[src/rtl/systolic_pkg.sv]
// Shared types and slot-indexing helper for the systolic array and its drain.
package systolic_pkg;

  typedef enum logic {
    IDLE   = 1'b0,
    STREAM = 1'b1
  } drain_state_e;

  function automatic int slot_idx(input int r, input int c, input int array_width_p);
    return r + c * array_width_p;
  endfunction

endpackage

[src/rtl/drain_index_ctr.sv]
// Row/column wrap counter walking a result matrix in row-major order.
module drain_index_ctr
  import systolic_pkg::*;
#(
  parameter int cols_p  = 2,
  parameter int rows_p  = 2,
  parameter int row_w_p = (rows_p > 1) ? $clog2(rows_p) : 1,
  parameter int col_w_p = (cols_p > 1) ? $clog2(cols_p) : 1
) (
  input  logic               clk_i,
  input  logic               reset_i,
  input  logic               inc_i,
  input  logic               clr_i,
  output logic [row_w_p-1:0] row_o,
  output logic [col_w_p-1:0] col_o,
  output logic               last_o
);

  localparam logic [row_w_p-1:0] ROW_LAST = row_w_p'(rows_p - 1);
  localparam logic [col_w_p-1:0] COL_LAST = col_w_p'(cols_p - 1);

  logic [row_w_p-1:0] row_q, row_d;
  logic [col_w_p-1:0] col_q, col_d;

  // Next index: clear wins over increment; column wraps carry into the row.
  always_comb begin
    row_d = row_q;
    col_d = col_q;
    if (clr_i) begin
      row_d = '0;
      col_d = '0;
    end else if (inc_i) begin
      if (col_q == COL_LAST) begin
        col_d = '0;
        if (row_q == ROW_LAST) begin
          row_d = '0;
        end else begin
          row_d = row_q + 1'b1;
        end
      end else begin
        row_d = row_q;
        col_d = col_q + 1'b1;
      end
    end else begin
      row_d = row_q;
      col_d = col_q;
    end
  end

  // Index registers.
  always_ff @(posedge clk_i or posedge reset_i) begin
    if (reset_i) begin
      row_q <= '0;
      col_q <= '0;
    end else begin
      row_q <= row_d;
      col_q <= col_d;
    end
  end

  assign row_o  = row_q;
  assign col_o  = col_q;
  assign last_o = (row_q == ROW_LAST) && (col_q == COL_LAST);

endmodule

[src/rtl/systolic_drain.sv]
// Captures a complete systolic-array result matrix in one cycle and streams
// its elements out in row-major order on a valid/ready port.
module systolic_drain
  import systolic_pkg::*;
#(
  parameter int width_p        = 32,
  parameter int array_width_p  = 2,
  parameter int array_height_p = 2,
  localparam int N_LP     = array_width_p * array_height_p,
  localparam int ROW_W_LP = (array_height_p > 1) ? $clog2(array_height_p) : 1,
  localparam int COL_W_LP = (array_width_p > 1) ? $clog2(array_width_p) : 1
) (
  input  logic                      clk_i,
  input  logic                      reset_i,
  input  logic [width_p*N_LP-1:0]   z_i,
  input  logic [N_LP-1:0]           z_valid_i,
  output logic [N_LP-1:0]           z_yumi_o,
  output logic [width_p-1:0]        data_o,
  output logic [ROW_W_LP-1:0]       row_o,
  output logic [COL_W_LP-1:0]       col_o,
  output logic                      last_o,
  output logic                      valid_o,
  input  logic                      ready_i
);

  localparam int IDX_W_LP = (N_LP > 1) ? $clog2(N_LP) : 1;

  if (array_height_p != array_width_p) begin : g_bad_shape
    $error("systolic_drain: array_height_p must equal array_width_p");
  end

  drain_state_e        state_q;
  logic                valid_q;
  logic [width_p-1:0]  buf_q [N_LP];

  logic                handshake_s;
  logic                last_s;
  logic                capture_s;
  logic [ROW_W_LP-1:0] row_s;
  logic [COL_W_LP-1:0] col_s;
  logic [IDX_W_LP-1:0] idx_s;

  assign handshake_s = valid_q & ready_i;

  // A new matrix may enter when idle or exactly as the final beat leaves.
  always_comb begin
    capture_s = 1'b0;
    if (((state_q == IDLE) || (handshake_s && last_s)) && (&z_valid_i) && !reset_i) begin
      capture_s = 1'b1;
    end else begin
      capture_s = 1'b0;
    end
  end

  assign z_yumi_o = {N_LP{capture_s}};

  drain_index_ctr #(
    .cols_p  (array_width_p),
    .rows_p  (array_height_p),
    .row_w_p (ROW_W_LP),
    .col_w_p (COL_W_LP)
  ) u_index_ctr (
    .clk_i   (clk_i),
    .reset_i (reset_i),
    .inc_i   (handshake_s),
    .clr_i   (capture_s),
    .row_o   (row_s),
    .col_o   (col_s),
    .last_o  (last_s)
  );

  // Drain FSM with registered stream valid.
  always_ff @(posedge clk_i or posedge reset_i) begin
    if (reset_i) begin
      state_q <= IDLE;
      valid_q <= 1'b0;
    end else begin
      case (state_q)
        IDLE: begin
          if (capture_s) begin
            state_q <= STREAM;
            valid_q <= 1'b1;
          end else begin
            state_q <= IDLE;
            valid_q <= 1'b0;
          end
        end
        STREAM: begin
          if (capture_s) begin
            state_q <= STREAM;
            valid_q <= 1'b1;
          end else if (handshake_s && last_s) begin
            state_q <= IDLE;
            valid_q <= 1'b0;
          end else begin
            state_q <= STREAM;
            valid_q <= 1'b1;
          end
        end
        default: begin
          state_q <= IDLE;
          valid_q <= 1'b0;
        end
      endcase
    end
  end

  // Result buffer: contents are don't-care until the first capture.
  always_ff @(posedge clk_i) begin
    if (capture_s) begin
      for (int s = 0; s < N_LP; s++) begin
        buf_q[s] <= z_i[s*width_p +: width_p];
      end
    end else begin
      for (int s = 0; s < N_LP; s++) begin
        buf_q[s] <= buf_q[s];
      end
    end
  end

  assign idx_s = IDX_W_LP'(slot_idx(int'(row_s), int'(col_s), array_width_p));

  // Gated by valid so the stream port reads zero while idle or in reset.
  assign data_o  = valid_q ? buf_q[idx_s] : '0;
  assign row_o   = row_s;
  assign col_o   = col_s;
  assign last_o  = valid_q & last_s;
  assign valid_o = valid_q;

endmodule

[config.mk]
export PLATFORM = sky130hd
export DESIGN_NAME = systolic_drain
export DESIGN_NICKNAME = d
export VERILOG_FILES = /design/src/rtl/systolic_pkg.sv /design/src/rtl/drain_index_ctr.sv /design/src/rtl/systolic_drain.sv
export SDC_FILE = /design/constraint.sdc
export NUM_CORES = 1
export LEC_CHECK = 0
export BUFFER_PORTS_ARGS = -buffer_cell sky130_fd_sc_hd__clkbuf_2
export CAP_MARGIN = 20
export CORE_MARGIN = 3
export CORE_UTILIZATION = 45
export DETAILED_ROUTE_END_ITERATION = 8
export HOLD_SLACK_MARGIN = 0.12
export MAX_ROUTING_LAYER = met4
export PLACE_DENSITY = 0.72
export SYNTH_ARGS = -nofsm -noshare
export SYNTH_HDL_FRONTEND = slang
export SYNTH_HIERARCHICAL = 1
export SYNTH_SLANG_ARGS = --single-unit
export TNS_END_PERCENT = 10
[constraint.sdc]
create_clock -name clk_i -period 39.8 [get_ports clk_i]
set_clock_uncertainty 0.05 [all_clocks]
set_input_delay 3.98 -clock clk_i [delete_from_list [all_inputs] [get_ports clk_i]]
set_output_delay 3.98 -clock clk_i [all_outputs]
set_load 0.01 [all_outputs]
==> results.py <==
metrics = {
    "status": {
        "status": "complete, no violations",
    },
    "clock_tree": {
        "cts_tree": "built",
        "clk_latency_ns": 0.50,
        "cts_setup_buffers": 0,
        "cts.sinks": 131,
        "cts_resized": 0,
        "clk_pin_slew_ns": 0.06,
        "cts_inserted_buffers": 17,
        "ctsHoldBuffers": 0,
        "clk_root_buffer_cell": "clkbuf_8",
        "clock_path_buffers": 2,
        "cts_htree_levels": 4,
    },
    "route": {
        "ant_nets": 0,
        "viasPerCell": 5.05,
        "wl_per_cell_um": 17.5,
        "drt_drc_violations_left": 0,
        "vias": 2977,
        "routed_wl_mm": 10.3,
        "drt-initial-drc-count": 121,
        "drt-pass1-iter-count": 4,
    },
    "logic_synthesis": {
        "synth_top_area_share_pct": 76.4,
        "syn_area_mm2": 0.00503,
        "synth.area.top_cells": "edfxtp_1, mux2i_1, o22ai_1",
        "syn_nets": 395,
        "synth_ff_type": "edfxtp_1",
        "ys_seq_elements": 131,
        "netlist-cell-type-count": 23,
        "synth-edff-count": 128,
        "yosys_warnings": 6,
        "synth_top_cell_by_area": "edfxtp_1",
        "ys_async_sr_fraction_pct": 2.29,
        "yosysSeqAreaShare_pct": 77.9,
        "postSynthCellCount": 260,
        "syn_area_per_cell_um2": 19.4,
    },
    "timing": {
        "timing.final.crit_share_pct": 22.3,
        "setup_viol": 0,
        "clock.fmax_ghz": 0.113,
        "setup_tns_ns": 0,
        "max-slew-margin-rel_pct": 46.7,
        "tightest_slew_ns": 0.800,
        "maxSlewViolCount": 0,
        "period_minus_slack_ns": 8.88,
        "hold_viol": 0,
        "rsz0062_at_grt": "no",
        "setup_slack_ns": 30.92,
    },
    "die": {
        "rows": 37,
        "die_area_mm2": 0.0125,
        "io_pins": 175,
        "start_util_pct": 47.5,
        "fp.dieH_um": 112,
        "core_mm2": 0.0106,
        "die_x_um": 112,
    },
    "cells_and_area": {
        "utilization_pct": 61.2,
        "stdcell_count": 589,
        "area_growth_syn_to_layout_pct": 28.9,
        "final_nets": 576,
        "n_antenna_cell": 0,
        "final_layout_size_suffix_gt1_share_pct": 46.8,
    },
    "worst_setup_path": {
        "end_kind": "output pin",
        "worstPathArrival_ns": 4.85,
        "crit_type": "in -> out",
        "cpMostUsedCell": "clkbuf_2",
        "cp_max_fo": 5,
        "crit_slowest_cell": "a211oi_4",
        "crit_chain": "clkbuf_2, nand4_1, a211oi_4, clkbuf_2",
        "start_kind": "input pin",
        "required_ns": 35.77,
        "slowest_delay_ns": 0.42,
    },
    "pwr": {
        "power_density_mw_per_mm2": 60.4,
        "power_leakage_nw": 2.65,
        "finalPower_mw": 0.392,
        "irDropWorstVdd_v": 0.0000272,
    },
    "place": {
        "place_inst": 558,
        "place_congestion": 0.770,
        "dp.final_hpwl_mm": 7.11,
        "port_buffers": 174,
        "place_ws_ns": 30.89,
    },
    "global_route": {
        "grtUsageMet3_pct": 6.58,
        "grt_max_degree": 68,
        "grt.busiest_layer": "met2",
        "grt_use_met2_pct": 28.5,
        "first_global_vias": 3219,
        "antenna_found_initial": 0,
        "grt_overflow": 0,
        "grt_pass1_wl_mm": 16.4,
        "grt_use_total_pct": 17.8,
        "use_met1_pct": 20.9,
    },
    "min_path": {
        "hold_path_class": "reg -> reg",
    },
    "run": {
        "cap_violations": 0,
    },
}
layout make-up:
class | instances | area [µm²]
sequential | 131 | 3920
multi-input combinational | 110 | 948
inverter | 2 | 7.51
clock inverter | 13 | 113
tap | 136 | 170
timing repair buffer | 179 | 908
fill | 816 | 4110
clock buffer | 18 | 418
stage by stage:
stage | cell area, µm² | hold slack, ns
3_3_place_gp | 5960 | 0.589
3_5_place_dp | 5960 | 0.606
6_report | 6490 | 0.619
4_1_cts | 6490 | 0.620
5_1_grt | 6490 | 0.688
2_1_floorplan | 5030 | 0.551
report_power, final:
part | switching (mW) | internal (mW) | total (mW)
registers | 0.00944 | 0.156 | 0.165
clock network | 0.0553 | 0.0822 | 0.138
logic | 0.0466 | 0.0425 | 0.0891
total | 0.111 | 0.281 | 0.392
cell usage after synthesis (2+ instances only):
library cell,number
buf_4,4
mux2i_1,64
buf_1,4
and2_1,2
dfrtp_1,3
o22ai_1,32
buf_2,2
inv_1,2
buf_12,3
buf_8,3
edfxtp_1,128
nand2_1,2
sequential cells by signal (all words and copies together), names as in the netlist:
name and flops:
buf_q 128, u_index_ctr/col_o 1, u_index_ctr/row_o 1, valid_o 1
worst paths after layout:
kind	from	end	slack (ns)	cells after the start
worst min register to register	u_index_ctr/row_o	u_index_ctr/row_o	0.62	2
worst max register to register	u_index_ctr/col_o	buf_q[3][18]	36.36	5
worst min-delay path	u_index_ctr/row_o	u_index_ctr/row_o	0.62	2
worst max-delay path	z_valid_i[2]	z_yumi_o[3]	30.92	4
max in group asynchronous	reset_i	u_index_ctr/col_o	36.25	2
min in group asynchronous	reset_i	valid_o	3.31	2
critical path: cells and delay by family:
kind                   cells  cell delay [ns]
AND/OR/NAND/NOR            1             0.16
buffers and inverters      2             0.28
AO/OA/AOI/OAI              1             0.42
kinds of logic after synthesis:
| family | after synthesis | synth area share (%) |
|---|---|---|
| AOI/OAI and AO/OA | 36 | 4.67 |
| xor gates and xnor gates | 1 | 0.174 |
| buffers and inverters | 19 | 3.55 |
| DFF | 131 | 77.9 |
| muxes | 64 | 12.7 |
| and+or+nand+nor | 9 | 1.02 |
placed cells by master (no fill, tap or decap), types with 2 or more instances in the layout:
cell type	Yosys	layout
clkbuf_2	0	174
edfxtp_1	128	128
mux2i_1	64	64
o22ai_1	32	32
clkbuf_16	0	16
buf_4	4	5
clkinv_2	0	4
clkinv_4	0	3
nand2_1	2	2
and2_1	2	2
inv_1	2	2
clkinvlp_4	0	2
inv_6	0	2
dfrtp_1	3	2
layer usage:
metal  vias to the layer above  wire, µm
li1                       1407         -
met1                      1426      4180
met2                       133      5260
met3                        11       728
met4                         0       147
met5                         -         0
(Power assumes the default switching activity.)
